File: config.mk
export PLATFORM = sky130hd
export DESIGN_NAME = ifft_frame_sched_flat
export DESIGN_NICKNAME = d
export VERILOG_FILES = /design/src/rtl/ifft_sched_pkg.sv /design/src/rtl/ifft_frame_sched_if.sv /design/src/rtl/ifft_tag_fifo.sv /design/src/rtl/ifft_frame_sched.sv /design/src/flat_wrapper.sv
export SDC_FILE = /design/constraint.sdc
export NUM_CORES = 1
export LEC_CHECK = 0
export ABC_AREA = 1
export CAP_MARGIN = 20
export CORE_MARGIN = 2
export CORE_UTILIZATION = 44
export DETAILED_ROUTE_END_ITERATION = 10
export PLACE_DENSITY = 0.9
export SYNTH_ARGS = -nofsm -noshare
export SYNTH_HDL_FRONTEND = slang
export SYNTH_SLANG_ARGS = --single-unit
File: constraint.sdc
create_clock -name ifft_clk -period 2.85 [get_ports ifft_clk]
set_input_delay 0.57 -clock ifft_clk [delete_from_list [all_inputs] [get_ports ifft_clk]]
set_output_delay 0.57 -clock ifft_clk [all_outputs]
set_load 0.02 [all_outputs]
File: src/rtl/ifft_sched_pkg.sv
// Shared types and constants for the IFFT frame scheduler.
package ifft_sched_pkg;

  typedef enum logic [1:0] {
    IDLE  = 2'd0,
    BURST = 2'd1,
    GAP   = 2'd2
  } sched_state_t;

  localparam int   FRAME_LEN = 64;
  localparam logic SRC_TRN   = 1'b0;
  localparam logic SRC_DATA  = 1'b1;

endpackage

File: src/rtl/ifft_frame_sched_if.sv
// Bundle of requester, IFFT-input and IFFT-output signals around the frame scheduler.
interface ifft_frame_sched_if #(
  parameter int WIDTH = 16
);
  // Handshake: sN_req is a level "frame ready" held until sN_rd is first seen;
  // sN_rd high means the sample on sN_real/sN_imag is consumed at that clock edge.
  // din_valid qualifies ifft_*_din each cycle with no backpressure.
  logic             s0_req;
  logic             s0_rd;
  logic [WIDTH-1:0] s0_real;
  logic [WIDTH-1:0] s0_imag;
  logic             s1_req;
  logic             s1_rd;
  logic [WIDTH-1:0] s1_real;
  logic [WIDTH-1:0] s1_imag;
  logic             din_valid;
  logic [WIDTH-1:0] ifft_real_din;
  logic [WIDTH-1:0] ifft_imag_din;
  logic             dout_valid;
  logic [5:0]       dout_index;
  logic             out_src;
  logic             out_sop;
  logic [15:0]      frames_sent;
  logic             tag_err;

  modport master (
    input  s0_req, s0_real, s0_imag, s1_req, s1_real, s1_imag, dout_valid, dout_index,
    output s0_rd, s1_rd, din_valid, ifft_real_din, ifft_imag_din,
    output out_src, out_sop, frames_sent, tag_err
  );

  modport slave (
    output s0_req, s0_real, s0_imag, s1_req, s1_real, s1_imag, dout_valid, dout_index,
    input  s0_rd, s1_rd, din_valid, ifft_real_din, ifft_imag_din,
    input  out_src, out_sop, frames_sent, tag_err
  );

endinterface

File: src/rtl/ifft_tag_fifo.sv
// 1-bit source-tag FIFO tracking frames in flight through the IFFT core.
module ifft_tag_fifo #(
  parameter int DEPTH = 4
) (
  input  logic clk,
  input  logic rst,
  input  logic push,
  input  logic pop,
  input  logic din,
  output logic full,
  output logic empty,
  output logic head
);

  localparam int AW = $clog2(DEPTH);

  logic          mem [DEPTH];
  logic [AW-1:0] wr_ptr;
  logic [AW-1:0] rd_ptr;
  logic [AW:0]   count;
  logic          do_push;
  logic          do_pop;

  assign full    = (count == (AW+1)'(DEPTH));
  assign empty   = (count == '0);
  assign head    = mem[rd_ptr];
  assign do_push = push && !full;
  assign do_pop  = pop && !empty;

  always_ff @(posedge clk) begin
    if (do_push) mem[wr_ptr] <= din;
  end

  // DEPTH is a power of two, so the pointers wrap naturally.
  always_ff @(posedge clk) begin
    if (rst) begin
      wr_ptr <= '0;
      rd_ptr <= '0;
      count  <= '0;
    end else begin
      if (do_push) wr_ptr <= wr_ptr + 1'b1;
      if (do_pop)  rd_ptr <= rd_ptr + 1'b1;
      case ({do_push, do_pop})
        2'b10:   count <= count + 1'b1;
        2'b01:   count <= count - 1'b1;
        default: count <= count;
      endcase
    end
  end

endmodule

File: src/rtl/ifft_frame_sched.sv
// Grants the shared 64-point IFFT to src0/src1 a whole frame at a time and
// tags each output frame with the requester that produced it.
module ifft_frame_sched #(
  parameter int WIDTH     = 16,
  parameter int GAP       = 1,
  parameter int TAG_DEPTH = 4
) (
  input  logic                         ifft_clk,
  input  logic                         ifft_rst,
  ifft_frame_sched_if.master           bus,
  output ifft_sched_pkg::sched_state_t state_dbg
);
  import ifft_sched_pkg::*;

  localparam logic [5:0] LAST_IDX = 6'(FRAME_LEN - 1);
  localparam logic [3:0] GAP_LOAD = 4'(GAP - 1);

  sched_state_t     state;
  sched_state_t     next_state;
  logic [5:0]       cnt;
  logic [3:0]       gcnt;
  logic             sel_src;
  logic             sel_rd;
  logic             grant;
  logic             grant_src;
  logic [15:0]      frames_sent_q;
  logic             din_valid_q;
  logic [WIDTH-1:0] real_q;
  logic [WIDTH-1:0] imag_q;
  logic             out_src_q;
  logic             out_sop_q;
  logic             tag_err_q;
  logic             tag_full;
  logic             tag_empty;
  logic             tag_head;
  logic             tag_pop;
  logic             sop_hit;

  assign sel_rd  = (state == BURST);
  assign tag_pop = bus.dout_valid && (bus.dout_index == LAST_IDX);
  assign sop_hit = bus.dout_valid && (bus.dout_index == 6'd0);

  always_comb begin
    next_state = state;
    grant      = 1'b0;
    grant_src  = bus.s0_req ? SRC_TRN : SRC_DATA;
    case (state)
      IDLE: begin
        // Full is the pre-pop count: a frame finishing this cycle frees a slot next cycle.
        if (!tag_full && (bus.s0_req || bus.s1_req)) begin
          grant      = 1'b1;
          next_state = BURST;
        end
      end
      BURST: if (cnt == LAST_IDX) next_state = ifft_sched_pkg::GAP;
      ifft_sched_pkg::GAP: if (gcnt == 4'd0) next_state = IDLE;
      default: next_state = IDLE;
    endcase
  end

  always_ff @(posedge ifft_clk) begin
    if (ifft_rst) begin
      state         <= IDLE;
      cnt           <= '0;
      gcnt          <= '0;
      sel_src       <= SRC_TRN;
      frames_sent_q <= '0;
    end else begin
      state <= next_state;
      if (grant) begin
        sel_src       <= grant_src;
        cnt           <= '0;
        frames_sent_q <= frames_sent_q + 16'd1;
      end else if (state == BURST) begin
        cnt <= cnt + 6'd1;
      end
      if (state == BURST && next_state == ifft_sched_pkg::GAP) gcnt <= GAP_LOAD;
      else if (state == ifft_sched_pkg::GAP && gcnt != 4'd0) gcnt <= gcnt - 4'd1;
    end
  end

  always_ff @(posedge ifft_clk) begin
    if (ifft_rst || !sel_rd) begin
      din_valid_q <= 1'b0;
      real_q      <= '0;
      imag_q      <= '0;
    end else begin
      din_valid_q <= 1'b1;
      real_q      <= (sel_src == SRC_DATA) ? bus.s1_real : bus.s0_real;
      imag_q      <= (sel_src == SRC_DATA) ? bus.s1_imag : bus.s0_imag;
    end
  end

  always_ff @(posedge ifft_clk) begin
    if (ifft_rst) begin
      out_src_q <= 1'b0;
      out_sop_q <= 1'b0;
      tag_err_q <= 1'b0;
    end else begin
      out_sop_q <= sop_hit;
      if (sop_hit && !tag_empty) out_src_q <= tag_head;
      if (bus.dout_valid && tag_empty) tag_err_q <= 1'b1;
    end
  end

  ifft_tag_fifo #(.DEPTH(TAG_DEPTH)) u_tags (
    .clk   (ifft_clk),
    .rst   (ifft_rst),
    .push  (grant),
    .pop   (tag_pop),
    .din   (grant_src),
    .full  (tag_full),
    .empty (tag_empty),
    .head  (tag_head)
  );

  assign bus.s0_rd         = sel_rd && (sel_src == SRC_TRN);
  assign bus.s1_rd         = sel_rd && (sel_src == SRC_DATA);
  assign bus.din_valid     = din_valid_q;
  assign bus.ifft_real_din = real_q;
  assign bus.ifft_imag_din = imag_q;
  assign bus.out_src       = out_src_q;
  assign bus.out_sop       = out_sop_q;
  assign bus.frames_sent   = frames_sent_q;
  assign bus.tag_err       = tag_err_q;
  assign state_dbg         = state;

endmodule

File: src/flat_wrapper.sv
// flat-port wrapper written by rule: the top's interface ports become plain ports
module ifft_frame_sched_flat import ifft_sched_pkg::*;
#(
  parameter int WIDTH     = 16,
  parameter int GAP       = 1,
  parameter int TAG_DEPTH = 4
)
  (ifft_clk, ifft_rst, state_dbg, bus_s0_req, bus_s0_real, bus_s0_imag, bus_s1_req, bus_s1_real, bus_s1_imag, bus_dout_valid, bus_dout_index, bus_s0_rd, bus_s1_rd, bus_din_valid, bus_ifft_real_din, bus_ifft_imag_din, bus_out_src, bus_out_sop, bus_frames_sent, bus_tag_err);
  ifft_frame_sched_if #(.WIDTH(WIDTH)) bus_i ();
  input  logic ifft_clk;
  input  logic ifft_rst;
  output ifft_sched_pkg::sched_state_t state_dbg;
  input wire logic [$bits(bus_i.s0_req)-1:0] bus_s0_req;
  input wire logic [$bits(bus_i.s0_real)-1:0] bus_s0_real;
  input wire logic [$bits(bus_i.s0_imag)-1:0] bus_s0_imag;
  input wire logic [$bits(bus_i.s1_req)-1:0] bus_s1_req;
  input wire logic [$bits(bus_i.s1_real)-1:0] bus_s1_real;
  input wire logic [$bits(bus_i.s1_imag)-1:0] bus_s1_imag;
  input wire logic [$bits(bus_i.dout_valid)-1:0] bus_dout_valid;
  input wire logic [$bits(bus_i.dout_index)-1:0] bus_dout_index;
  output wire logic [$bits(bus_i.s0_rd)-1:0] bus_s0_rd;
  output wire logic [$bits(bus_i.s1_rd)-1:0] bus_s1_rd;
  output wire logic [$bits(bus_i.din_valid)-1:0] bus_din_valid;
  output wire logic [$bits(bus_i.ifft_real_din)-1:0] bus_ifft_real_din;
  output wire logic [$bits(bus_i.ifft_imag_din)-1:0] bus_ifft_imag_din;
  output wire logic [$bits(bus_i.out_src)-1:0] bus_out_src;
  output wire logic [$bits(bus_i.out_sop)-1:0] bus_out_sop;
  output wire logic [$bits(bus_i.frames_sent)-1:0] bus_frames_sent;
  output wire logic [$bits(bus_i.tag_err)-1:0] bus_tag_err;
  assign bus_i.s0_req = bus_s0_req;
  assign bus_i.s0_real = bus_s0_real;
  assign bus_i.s0_imag = bus_s0_imag;
  assign bus_i.s1_req = bus_s1_req;
  assign bus_i.s1_real = bus_s1_real;
  assign bus_i.s1_imag = bus_s1_imag;
  assign bus_i.dout_valid = bus_dout_valid;
  assign bus_i.dout_index = bus_dout_index;
  assign bus_s0_rd = bus_i.s0_rd;
  assign bus_s1_rd = bus_i.s1_rd;
  assign bus_din_valid = bus_i.din_valid;
  assign bus_ifft_real_din = bus_i.ifft_real_din;
  assign bus_ifft_imag_din = bus_i.ifft_imag_din;
  assign bus_out_src = bus_i.out_src;
  assign bus_out_sop = bus_i.out_sop;
  assign bus_frames_sent = bus_i.frames_sent;
  assign bus_tag_err = bus_i.tag_err;
  ifft_frame_sched #(.WIDTH(WIDTH), .GAP(GAP), .TAG_DEPTH(TAG_DEPTH)) u_core (.ifft_clk(ifft_clk), .ifft_rst(ifft_rst), .bus(bus_i), .state_dbg(state_dbg));
endmodule
After elaboration in Yosys (flattened, before gate mapping)
Memories as Yosys holds them, arrays and structs flattened. A register that Yosys moved wholly into a read port is not among the register bits.
Cells that the tools add are included.
{"block": "totals", "ff_bits": 71, "in_bits": 75, "out_inout_bits": 56, "mem_bits_rw": 4, "wordCells": 67, "n_memories": 1}
{"memory": "u_core.u_tags.mem", "words": 4, "width": 1, "read_ports": 1, "rd_ports_with_merged_regs": 1, "write_ports": 1, "line_no": "ifft_tag_fifo.sv:17", "text": "logic mem [DEPTH];"}
{"block": "op_classes", "eq_ne": 8, "n_mux": 13, "n_bitwise": 1, "addsub": 7, "n_reduce_logical": 24}
{"operator": "16-bit 2-to-1 mux", "n": 2}
{"operator": "16-bit by 1-bit adder with 16-bit output, second input constant", "n": 1}
{"operator": "6-bit == test, second input constant", "n": 2}
{"operator": "1-bit logical AND", "n": 11}
{"operator": "6-bit by 1-bit adder with 6-bit output, second input constant", "n": 1}
{"operator": "2-bit == test, second input constant", "n": 3}
{"operator": "6-bit logical NOT", "n": 1}
{"operator": "1-bit 2-to-1 mux", "n": 6}
{"operator": "2-bit 2-to-1 mux", "n": 3}
{"operator": "2-bit one-hot mux with 3 select lines", "n": 1}
{"operator": "3-bit one-hot mux with 2 select lines", "n": 1}
{"operator": "2-bit by 1-bit adder with 2-bit output, second input constant", "n": 2}
{"operator": "2-bit by 1-bit == test with 1-bit output, second input constant", "n": 2}
{"operator": "4-bit logical NOT", "n": 1}
{"operator": "4-bit nonzero test", "n": 1}
{"operator": "2-bit OR reduction", "n": 2}
{"operator": "4-bit by 1-bit subtractor with 4-bit output, second input constant", "n": 1}
{"operator": "3-bit by 1-bit adder with 3-bit output, second input constant", "n": 1}
{"operator": "3-bit == test, second input constant", "n": 1}
{"operator": "1-bit logical NOT", "n": 3}
{"operator": "3-bit logical NOT", "n": 1}
{"operator": "3-bit by 1-bit subtractor with 3-bit output, second input constant", "n": 1}
{"operator": "2-bit logical NOT", "n": 1}
{"operator": "1-bit logical OR", "n": 2}
{"operator": "2 further kinds", "n": 2}

Longest topological paths before layout
{"block": "logic_depth", "depth_word": 8, "ltp_mapped": 12, "depth_no_buf": 11}

Hierarchy
From an unflattened synthesis, not the netlist that was laid out.
{"block": "hier_totals", "cells_unflattened": 461, "area_unflattened_um2": 3395.8}
{"mod": "ifft_frame_sched", "area_each_um2": 2736.4, "seq_area_each_um2": 1301.2, "cells_per_inst": 380, "n_inst": 1}
{"mod": "ifft_tag_fifo", "area_each_um2": 659.4, "seq_area_each_um2": 300.3, "cells_per_inst": 81, "n_inst": 1}

Least setup slack after synthesis
Ideal clock, no wire load.
{"block": "synth_timing", "path_kind": "input port to flip-flop", "startpoint": "input port bus_s1_req", "endpoint": "register u_core.u_tags.count[2]", "path_buffers": 1, "arrival_time_ns": 2.031, "t_required_ns": 2.728, "setup_ns": 0.122, "path_slack_ns": 0.697, "path_stages": 11, "path_cell_list": "nor2_1 -> nor2_2 -> nand2_4 -> buf_8 -> ha_1 -> inv_1 -> fa_1 -> a21oi_1 -> o21ai_0 -> o21ai_0 -> a21oi_1"}
{"block": "synth_via", "elab_chain_len": 7, "elab_cells_between_ends": 9, "classes_between": "2 x eq/ne; 3 x mux; 4 x reduce/logical"}
{"element": "from (decl)", "line_no": "flat_wrapper.sv:16", "text": "input wire logic [$bits(bus_i.s1_req)-1:0] bus_s1_req;"}
{"element": "1-bit logical OR *", "line_no": "ifft_frame_sched.sv:50", "text": "if (!tag_full && (bus.s0_req || bus.s1_req)) begin"}
{"element": "1-bit logical AND *", "line_no": "ifft_frame_sched.sv:50"}
{"element": "1-bit 2-to-1 mux *", "line_no": "ifft_frame_sched.sv:50"}
{"element": "1-bit 2-to-1 mux *", "line_no": "ifft_frame_sched.sv:47", "text": "case (state)"}
{"element": "1-bit logical AND *", "line_no": "ifft_tag_fifo.sv:27", "text": "assign do_push = push && !full;"}
{"element": "2-bit by 1-bit == test with 1-bit output or 2-bit == test (tied branches)", "line_no": "ifft_tag_fifo.sv:43", "text": "case ({do_push, do_pop})"}
{"element": "3-bit one-hot mux with 2 select lines or 2-bit nonzero test (tied branches)"}
{"element": "to (signal assigned)", "line_no": "ifft_tag_fifo.sv:44", "text": "2'b10: count <= count + 1'b1;"}
{"element": "to (signal assigned)", "line_no": "ifft_tag_fifo.sv:45", "text": "2'b01: count <= count - 1'b1;"}
{"element": "to (signal assigned)", "line_no": "ifft_tag_fifo.sv:46", "text": "default: count <= count;"}
{"element": "to (decl)", "line_no": "ifft_tag_fifo.sv:20", "text": "logic [AW:0] count;"}
Mark *: on every way between the ends. The rest lies on a longest branch, timed or not.
A chain may end at the register's enable or synchronous reset.

Worst setup path after layout
{"block": "layout_timing", "startpoint": "input port bus_dout_index[0]", "endpoint": "register u_core.u_tags.count[2]"}
{"block": "layout_via", "elab_chain_len": 5, "elab_cells_between_ends": 7, "classes_between": "3 x eq/ne; 1 x mux; 3 x reduce/logical"}
{"element": "from (decl)", "line_no": "flat_wrapper.sv:20", "text": "input wire logic [$bits(bus_i.dout_index)-1:0] bus_dout_index;"}
{"element": "6-bit == test *", "line_no": "ifft_frame_sched.sv:40", "text": "assign tag_pop = bus.dout_valid && (bus.dout_index == LAST_IDX);"}
{"element": "1-bit logical AND *", "line_no": "ifft_frame_sched.sv:40"}
{"element": "1-bit logical AND *", "line_no": "ifft_tag_fifo.sv:28", "text": "assign do_pop = pop && !empty;"}
{"element": "net u_core.u_tags.do_pop", "line_no": "ifft_tag_fifo.sv:22", "text": "logic do_pop;"}
{"element": "2-bit by 1-bit == test with 1-bit output or 2-bit == test (tied branches)", "line_no": "ifft_tag_fifo.sv:43"}
{"element": "3-bit one-hot mux with 2 select lines or 2-bit nonzero test (tied branches)"}
The timed path passes the listed nets; every way through them passes the cells marked *.

==> qor.csv <==
metric,value,unit
htree_levels,3,
peakVddDrop,0.293,mV
grtUsageTotal,0.197,
die_area,0.00838,sq mm
ys_ff_latch,76,
start_kind,input port,
worst-setup-path-type,in2reg,
cts_buffer_depth,2,
yosysWarnings,0,
synth_area_leaders,"dfxtp_1 43%, nand2_1 14%, a21oi_1 7.7%",
worst_path_most_repeated_cell,inv_1,
synth_flop_cell,dfxtp_1,
crit_slowest_cell,clkdlybuf4s50_1,
std_cell_rows,31,
final_cell_count_no_fill,678,
yosys.area.top_type,dfxtp_1,
vias_per_cell,4.76,
layout_min_cycle_time,2.41,ns
use_met3,0.0739,
dieHeight,91.6,um
dp_hpwl,6460,um
async_reset_ff_frac,0,
synth.top_cell.area_share,0.427,
area_growth,46.1,%
grt_pass1_wl,13200,um
maxCapViolCount,0,
fin_worst_skew,0.00768,ns
clock_latency,0.34,ns
clockRootBuffer,clkbuf_8,
antenna_found_initial,0,
ant_nets,0,
die_w,91.6,um
drtIter0Drc,117,
synth-edff-count,4,
fin_util,0.672,
cts_tree,yes,
outcome,"complete, no violations",
reg2reg_from,u_core.u_tags.count[2],
min_path_type,reg2reg,
crit_buf_inv,4,
worst_slack,0.443,ns
floorplan.initialDensity,0.460,
worstPathArrival,2.64,ns
dr.pass1.iters,4,
finalSetupTns,0,ns
grt_max_degree,34,
timing.final.crit_share,0.845,
path_max_fanout,4,
ctsHoldBuffers,0,
cts_buffers,9,
crit_chain,"clkdlybuf4s50_1, inv_1, nor3_1, nand3_1, inv_1, ha_1, inv_1, fa_1, a21oi_1, o21ai_0, o21ai_0, a21oi_1",
slew_headroom,0.612,
p_per_area,502,mW/mm^2
yosysSeqAreaShare,0.463,
diodes,0,
slowest_delay,0.46,ns
gp_congestion,0.904,
placed_cells,662,
drive_gt1_frac,0.0829,
startpoint,bus_dout_index[0],
core-area,0.00733,sq mm
use_met2,0.363,
hold_viol_final,0,
finalSetupViolCount,0,
grtUsageMet1,0.209,
vias,3230,
cts_setup_buffers,0,
dp_slack,0.0926,ns
cp_top_family,buffers and inverters,
avgRoutedWirePerCell,12.2,um
end_kind,flip-flop,
port_buffers,130,
rsz0062_at_grt,no,
synth_area,0.00337,sq mm
grt_pass1_vias,3008,
slew_violations,0,
worstHoldStart,u_core.u_tags.count[0],
io_pins,131,
synthCells,442,
clk_pin_slew,0.08,ns
grt.overflow.total,0,
postCtsResizedCells,0,
fin_nets,658,
cp.required,3.08,ns
syn-num-nets,526,
tightest_slew,0.579,ns
clock_sinks,76,
drc,0,
fmax,0.415,GHz
busiest_layer,met2,
leakagePower,1.92,nW
synthDistinctLibCells,39,
avgSynthCellArea,7.63,sq um
routed_wl,8270,um
cells in the final DEF, fill, tap and decap left out, types with 2 or more instances in the layout:
cell	n
clkdlybuf4s50_1	130
nand2_1	127
dfxtp_1	72
a21oi_1	52
inv_1	46
nor2_1	38
nand3_1	12
o21ai_0	10
clkbuf_8	10
ha_1	8
nor3_1	7
nand4_1	7
inv_2	5
nor2_2	5
nand3_2	4
nand2_2	4
clkbuf_1	4
buf_4	4
edfxtp_1	4
o21ai_1	3
nor3_2	3
xor2_1	3
clkinv_1	2
clkinv_2	2
nor2_4	2
nor3b_2	2
where the power goes:
group          internal (mW)  total [mW]  switching (mW)
clock network          0.429       0.797           0.368
registers               1.13        1.16          0.0300
logic                  0.239       0.510           0.271
total                   1.80        2.47           0.669
cells by family (layout without fill, tap and decap cells):
logic type	after synthesis	count (layout)	synth area share
simple gates	218	218	0.299
buf+inv	67	204	0.0868
flops	76	76	0.463
xor+xnor	3	3	0.00779
fa+ha+maj	9	9	0.0356
compound gates	69	69	0.108
Yosys cell counts, types with 4 or more instances:
master / number
inv_1: 46
nand2_1: 127
nand4_1: 7
inv_2: 5
ha_1: 8
a21oi_1: 52
clkbuf_1: 6
nor2_2: 5
edfxtp_1: 4
nand3_1: 12
o21ai_0: 10
nor3_1: 7
dfxtp_1: 72
nor2_1: 38
nand2_2: 4
nand3_2: 4
final timing paths:
check	endpoint	slack [ns]	cells after the start
max reg2reg	u_core.u_tags.count[2]	0.79	11
max	u_core.u_tags.count[2]	0.44	12
min reg2reg	u_core.u_tags.count[0]	0.45	1
min	u_core.u_tags.count[0]	0.45	1
sequential cells by signal, summed over array words and instances, names as in the netlist:
signal and count:
u_core.u_tags.rd_ptr 2, u_core.cnt 6, u_core.bus.frames_sent 16, u_core.bus.out_sop 1
u_core.u_tags.wr_ptr 2, u_core.sel_src 1, u_core.u_tags.count 3, u_core.u_tags.mem 4
u_core.bus.out_src 1, u_core.gcnt 4, u_core.bus.tag_err 1, u_core.bus.ifft_real_din 16
u_core.bus.din_valid 1, u_core.bus.ifft_imag_din 16, u_core.state_dbg 2
cell type report:
| cell class | instances | area (sq um) |
|---|---|---|
| fillers | 580 | 2400 |
| flip-flops and latches | 76 | 1560 |
| multi-input cells | 299 | 1520 |
| repair buffers | 134 | 1330 |
| inverters | 54 | 204 |
| clock buffers | 14 | 153 |
| well taps | 99 | 124 |
| clock inverters | 2 | 35.0 |
routing by layer:
metal | up-vias | part of all wire
met2 | 103 | 0.52
met5 | - | 0
met3 | 8 | 0.076
met1 | 1456 | 0.39
met4 | 0 | 0.0089
li1 | 1663 | -
metrics by stage:
step	cell area, sq um	hold WS, ns	total power [mW]
global placement	4740	0.438	1.69
floorplan	3370	0.425	1.46
CTS	4930	0.455	2.49
finish	4930	0.450	2.47
global route	4930	0.483	2.59
detailed placement	4740	0.444	1.70
(Power assumes the default switching activity.)
